## src/rtl/ssi_scan_ctrl.sv

```systemverilog
`default_nettype none
// ============================================================================
// Module   : ssi_scan_ctrl
// Brief    : Periodic scheduler time-sharing one SSI reader among NCH encoders.
// Revision : 1.0
// ============================================================================
module ssi_scan_ctrl #(
  parameter int NCH     = 4,
  parameter int CW      = 2,
  parameter int DIM     = 32,
  parameter int PERIOD  = 50000,
  parameter int GAP     = 1000,
  parameter int TIMEOUT = 60000
) (
  input  logic           clk,
  input  logic           rst,
  input  logic           enable,
  input  logic           ovr_clr,
  output logic [CW-1:0]  ssi_sel,
  output logic           ssi_rd,
  input  logic           ssi_rdy,
  input  logic [DIM-1:0] ssi_data,
  output logic           ch_valid,
  output logic [CW-1:0]  ch_idx,
  output logic [DIM-1:0] ch_data,
  output logic           ch_err,
  output logic           scan_done,
  output logic           busy,
  output logic           ovr
);

  localparam logic [1:0] S_IDLE  = 2'd0;
  localparam logic [1:0] S_ISSUE = 2'd1;
  localparam logic [1:0] S_WAIT  = 2'd2;
  localparam logic [1:0] S_GAP   = 2'd3;

  localparam int PW = $clog2(PERIOD);
  localparam int TW = $clog2(TIMEOUT);
  localparam int GW = $clog2(GAP + 1);

  localparam logic [PW-1:0] C_CNT_LAST = PW'(PERIOD - 1);
  // Timeout is decided one cycle early so the registered error strobe lands
  // in the cycle the wait counter would read TIMEOUT-1.
  localparam logic [TW-1:0] C_TMO_LAST = TW'(TIMEOUT - 2);
  localparam logic [GW-1:0] C_GAP_LAST = GW'(GAP);
  localparam logic [CW-1:0] C_CH_LAST  = CW'(NCH - 1);

  logic [1:0]     r_state;
  logic [PW-1:0]  r_cnt;
  logic [TW-1:0]  r_tmo;
  logic [GW-1:0]  r_gap;
  logic [CW-1:0]  r_ch;
  logic [DIM-1:0] r_data;
  logic           r_rdy_q;
  logic           r_valid;
  logic           r_err;
  logic           r_done;
  logic           r_ovr;
  logic           w_tick;
  logic           w_rdy_rise;

  assign w_tick     = (r_cnt == C_CNT_LAST);
  assign w_rdy_rise = ssi_rdy & ~r_rdy_q;

  always_ff @(posedge clk) begin
    if (rst) begin
      r_state <= S_IDLE;
      r_cnt   <= '0;
      r_tmo   <= '0;
      r_gap   <= '0;
      r_ch    <= '0;
      r_data  <= '0;
      r_rdy_q <= 1'b0;
      r_valid <= 1'b0;
      r_err   <= 1'b0;
      r_done  <= 1'b0;
      r_ovr   <= 1'b0;
    end else begin
      r_rdy_q <= ssi_rdy;
      r_valid <= 1'b0;
      r_done  <= 1'b0;

      if (!enable || w_tick) r_cnt <= '0;
      else                   r_cnt <= r_cnt + PW'(1);

      if (w_tick && (r_state != S_IDLE)) r_ovr <= 1'b1;
      else if (ovr_clr)                  r_ovr <= 1'b0;

      case (r_state)
        S_IDLE: begin
          if (w_tick && enable) begin
            r_ch    <= '0;
            r_state <= S_ISSUE;
          end
        end
        S_ISSUE: begin
          r_tmo   <= '0;
          r_state <= S_WAIT;
        end
        S_WAIT: begin
          r_tmo <= r_tmo + TW'(1);
          if (w_rdy_rise) begin
            r_valid <= 1'b1;
            r_err   <= 1'b0;
            r_data  <= ssi_data;
            r_gap   <= '0;
            r_state <= S_GAP;
          end else if (r_tmo == C_TMO_LAST) begin
            r_valid <= 1'b1;
            r_err   <= 1'b1;
            r_data  <= '0;
            r_gap   <= '0;
            r_state <= S_GAP;
          end
        end
        S_GAP: begin
          // First GAP cycle carries the result strobe, then GAP idle cycles.
          if (r_gap == C_GAP_LAST) begin
            if ((r_ch == C_CH_LAST) || !enable) begin
              r_done  <= 1'b1;
              r_state <= S_IDLE;
            end else begin
              r_ch    <= r_ch + CW'(1);
              r_state <= S_ISSUE;
            end
          end else begin
            r_gap <= r_gap + GW'(1);
          end
        end
        default: r_state <= S_IDLE;
      endcase
    end
  end

  assign ssi_sel   = r_ch;
  assign ssi_rd    = (r_state == S_ISSUE);
  assign ch_valid  = r_valid;
  assign ch_idx    = r_ch;
  assign ch_data   = r_data;
  assign ch_err    = r_err;
  assign scan_done = r_done;
  assign busy      = (r_state != S_IDLE);
  assign ovr       = r_ovr;

endmodule
`default_nettype wire
```

## config.mk

```make
export PLATFORM = sky130hd
export DESIGN_NAME = ssi_scan_ctrl
export DESIGN_NICKNAME = d
export VERILOG_FILES = /design/src/rtl/ssi_scan_ctrl.sv
export SDC_FILE = /design/constraint.sdc
export NUM_CORES = 1
export LEC_CHECK = 0
export CAP_MARGIN = 40
export CELL_PAD_IN_SITES_DETAIL_PLACEMENT = 1
export CELL_PAD_IN_SITES_GLOBAL_PLACEMENT = 1
export CORE_MARGIN = 2
export CORE_UTILIZATION = 37
export DETAILED_ROUTE_END_ITERATION = 12
export GPL_TIMING_DRIVEN = 0
export PLACE_DENSITY = 0.88
export SLEW_MARGIN = 15
export SYNTH_ARGS = -nofsm -noshare
export SYNTH_HDL_FRONTEND = slang
export SYNTH_SLANG_ARGS = --single-unit
```

## constraint.sdc

```tcl
create_clock -name clk -period 2.9 [get_ports clk]
set_clock_uncertainty 0.2 [all_clocks]
set_input_delay 0.58 -clock clk [delete_from_list [all_inputs] [get_ports clk]]
set_output_delay 0.58 -clock clk [all_outputs]
set_load 0.005 [all_outputs]
```

Word-level counts from Yosys, hierarchy flattened
Cells that the tools add are included.
- flip-flop bits (word level): 83
- latch bits: 0
- memory bits (writable): 0
- memory bits (read-only): 0
- input bits: 37
- output and inout port bits: 42
- word-level logic and storage cells: 75
- memories: 0
- add/subtract/negate cells: 4
- multipliers: 0
- divide/modulo/power cells: 0
- order comparisons: 0
- equality and inequality tests: 12
- shift-type cells: 0
- mux-type cells: 24
- bitwise logic cells: 5
- reduce and logical (&&, ||, !) cells: 19
- operator list (kind ; count):
    2-to-1 mux 32 bit ; 2
    adder 16 x 1 -> 16 bit (second input constant) ; 2
    equality test 16 bit (second input constant) ; 2
    case mux 16 bit (2 select lines) ; 1
    2-to-1 mux 10 bit ; 3
    case mux 10 bit (2 select lines) ; 1
    2-to-1 mux 2 bit ; 7
    nonzero test 2 bit ; 6
    adder 10 x 1 -> 10 bit (second input constant) ; 1
    equality test 10 bit (second input constant) ; 1
    2-to-1 mux 1 bit ; 8
    != test 2 bit (second input constant) ; 4
    case mux 2 bit (4 select lines) ; 1
    equality test 2 bit (second input constant) ; 3
    AND reduction 3 bit ; 2
    NOT 1 bit ; 4
    case mux 2 bit (2 select lines) ; 1
    AND reduction 4 bit ; 1
    OR reduction 2 bit ; 2
    != test 3 bit (second input constant) ; 1
    OR reduction 3 bit ; 1
    adder 2 x 1 -> 2 bit (second input constant) ; 1
    equality test 2 x 1 -> 1 bit (second input constant) ; 1
    logical AND 1 bit ; 2
    other kinds (5) ; 6

Longest topological paths before layout
- depth in word-level cells: 5
- gate-level depth with buffers: 8
- mapped depth without buffers: 7

Worst setup path after synthesis
No wires, ideal clock.
- path type: flip-flop to flip-flop
- from: register r_cnt[11]
- to: register r_ch[0] (netlist: ch_idx[0])
- library setup time: 0.128 ns
- arrival time: 1.938 ns
- data required time: 2.572 ns
- slack: 0.634 ns
- cell stages (with the launch flop): 6
- buffers on the path: 0
- clock period less this slack: 2.266 ns
- cell sequence: dfxtp_1 or4_1 or4_4 a221oi_4 mux2i_1 nor2_1
- word-level cells in the longest chain between the ends: 4
- RTL lines (item ; RTL line ; source):
    start: declaration ; 49 ; logic [PW-1:0] r_cnt;
    start signal: assignment ; 84 ; else r_cnt <= r_cnt + PW'(1);
    equality test 16 bit ; 62 ; assign w_tick = (r_cnt == C_CNT_LAST);
    logical AND 1 bit ; 91 ; if (w_tick && enable) begin
    != test 2 bit (no source line) ; - ;
    AND reduction 4 bit (no source line) ; - ;
    end signal: assignment ; 123 ; r_ch <= r_ch + CW'(1);
    end: declaration ; 52 ; logic [CW-1:0] r_ch;
Every way passes these cells.
A chain may end at the register's enable or synchronous reset.

Final worst setup path
- from: register r_tmo[0]
- to: register r_data[20] (netlist: ch_data[20])
- word-level cells in the longest chain between the ends: 3
- RTL lines (item ; RTL line ; source):
    start: declaration ; 50 ; logic [TW-1:0] r_tmo;
    start signal: assignment ; 101 ; r_tmo <= r_tmo + TW'(1);
    equality test 16 bit ; 108 ; end else if (r_tmo == C_TMO_LAST) begin
    nonzero test 2 bit (no source line) ; - ;
    AND reduction 2 bit (no source line) ; - ;
    end signal: assignment ; 105 ; r_data <= ssi_data;
    end: declaration ; 53 ; logic [DIM-1:0] r_data;
Every way passes these cells.

==> out/qor.csv <==
metric;value;unit
synth-compound-area-share;0.138;
synth-adder-area-share;0.0351;
ys_ff_latch;83;
io_buffers;78;
clk_path_buf_depth;2;
cts_resized;0;
synthCells;404;
pwr-share-comb;0.042;
rsz0062_at_grt;false;
holdCritPathClass;reg -> reg;
core_area;9280;µm²
cts_tree;built;
slew_headroom;0.584;
overflow;0;
end_kind;flip-flop;
post-route-min-period;2.61;ns
fp-row-count;35;
final.setup.tns;0;ns
p_sw_frac;0.243;
grt_max_degree;16;
cts.sinks;83;
gp_congestion;0.832;
start_util;0.383;
avgSynthCellArea;8.81;µm²
seqPwrFrac;0.574;
antenna_found_initial;0;
synthDistinctLibCells;43;
layoutNonFillerInstCount;627;
nNetsFinal;540;
fillerInstances;1104;
wl;9910;µm
drv_slew;0;
vias;3285;
first_iter_violations;102;
io-pin-count;79;
cp-start-kind;flip-flop;
yosys.cell_count.top_type;dfxtp_1;
area_growth;31.4;%
min_path_cells;2;
clk_pin_slew;0.09;ns
power_density;426;nW/µm²
synth_nets;451;
synth_top_area_frac;0.467;
synthesis.area;3560;µm²
synth_top_family_by_area;simple AND/OR/NAND/NOR gates;
setup_slack;0.289;ns
finalHoldViolCount;0;
wl_per_cell;15.8;µm
cp.required;2.99;ns
die-area;10400;µm²
synth_area_leaders;dfxtp_1 47%, nor2_1 7.6%, a22oi_1 6.7%, xor2_1 4.4%, ha_1 3.5%;
internal_power;1.51;mW
synthMuxAreaShare;0.00562;
period_share;0.900;
vias_per_cell;5.24;
grt_pass1_vias;3417;
drive_above_1_share;0.0442;
peakVddDrop;0.158;mV
crit_fanout;10;
grt_pass1_wl;16000;µm
clk_latency;0.36;ns
post-cts-setup-buffers;0;
clock.fmax;383;MHz
drtPass1Iterations;4;
pre_cts_ws;0.239;ns
yosysSeqAreaShare;0.467;
synth_edf_count;0;
cp.arrival;2.71;ns
max_cap_viol_count;0;
die_y;102;µm
async_flop_share;0;
postCtsHoldBufs;0;
synth_top_flop_cell;dfxtp_1;
diodes;0;
p_sw;485;µW
cts_inserted_buffers;9;
ant_nets;0;
cts_root_buffer;clkbuf_8;
p_leak;1.57;nW
grtUsageTotal;0.195;
r2r_cells;8;
synth_xor_area_frac;0.0689;
place.detailed.hpwl;7310;µm
path_class;reg -> reg;
htreeDepth;3;
drc;0;
yosys.area.top_type;dfxtp_1;
setup_viol_count_final;0;
synth-simple-area-share;0.244;
p_clk_frac;0.385;
die-width;102;µm
dp.cells;611;
synthTopCellsByCount;83 x dfxtp_1, 72 x nor2_1, 32 x a22oi_1;
status;finished clean;
worst_pin_slew;0.619;ns
yosysWarnings;0;
-- critical path: stages, from the launching register on --
cell and delay, ns:
dfxtp_1 0.48, inv_1 0.08, ha_1 0.21, nor4bb_1 0.14, and4_1 0.24, o21ai_1 0.51, clkbuf_1 0.43, a22oi_1 0.14
nor2_1 0.13
-- layout make-up --
class | instances | area (µm²) | share of cell area
inverter | 16 | 60.1 | 0.0128
tap | 129 | 161 | 0.0345
timing repair buffer | 78 | 781 | 0.167
buffer | 21 | 87.6 | 0.0187
multi-input combinational | 284 | 1750 | 0.374
sequential | 83 | 1660 | 0.355
clock inverter | 6 | 47.5 | 0.0102
clock buffer | 10 | 128 | 0.0273
-- routing by layer --
layer,track usage,wire (µm),up-vias
met1,0.229,4130,1618
met2,0.348,5200,57
met4,0.0831,259,0
met5,0,0,-
li1,-,-,1589
met3,0.0383,316,21
-- power groups by stage --
stage,clock network [mW],registers (mW),logic [mW]
global route,0.834,1.14,0.0903
CTS,0.786,1.14,0.0837
detailed placement,0,1.17,0.0826
floorplan,0,1.17,0.0226
finish,0.766,1.14,0.0830
global placement,0,1.17,0.0809
-- cell families (layout without fill, tap and decap cells) --
logic type               Yosys count  count (layout)
AND/OR/NAND/NOR                  174             174
buffers and inverters             37             131
multiplexers                       2               2
AO/OA/AOI/OAI                     70              70
flip-flops                        83              83
adder cells (fa/ha/maj)           10              10
XOR/XNOR                          28              28
-- registers in the layout (all words and copies together) (netlist names), 2 cells and up --
name and flops:
ch_data 32, ch_idx 2, r_cnt 16, r_gap 10
r_state 2, r_tmo 16
-- per-stage QoR --
stage               area [µm²]  hold WS [ns]  total power, mW  utilization
finish                    4680         0.268             1.99        0.504
floorplan                 3560         0.250             1.19            -
detailed placement        4500         0.257             1.25        0.485
global placement          4500         0.245             1.25        0.485
CTS                       4680         0.271             2.01        0.504
global route              4680         0.310             2.07        0.504
-- placed cells by master (no fill, tap or decap), drive strengths merged, types with 11 or more instances in the layout --
cell and count:
a21oi 12, a22oi 32, clkbuf 27, clkdlybuf4s50 78, dfxtp 83, inv 18, nand2 18, nand3 19
nand4 11, nor2 72, o21ai 11, xor2 18
-- path summary, 6_finish.rpt --
| check | start | slack (ns) | end |
|---|---|---|---|
| max | r_tmo[0] | 0.29 | ch_data[20] |
| min | ch_err | 0.27 | ch_err |
| max reg2reg | r_tmo[0] | 0.29 | ch_data[20] |
| min reg2reg | ch_err | 0.27 | ch_err |
Note: power is estimated with default switching activity, not from simulation.
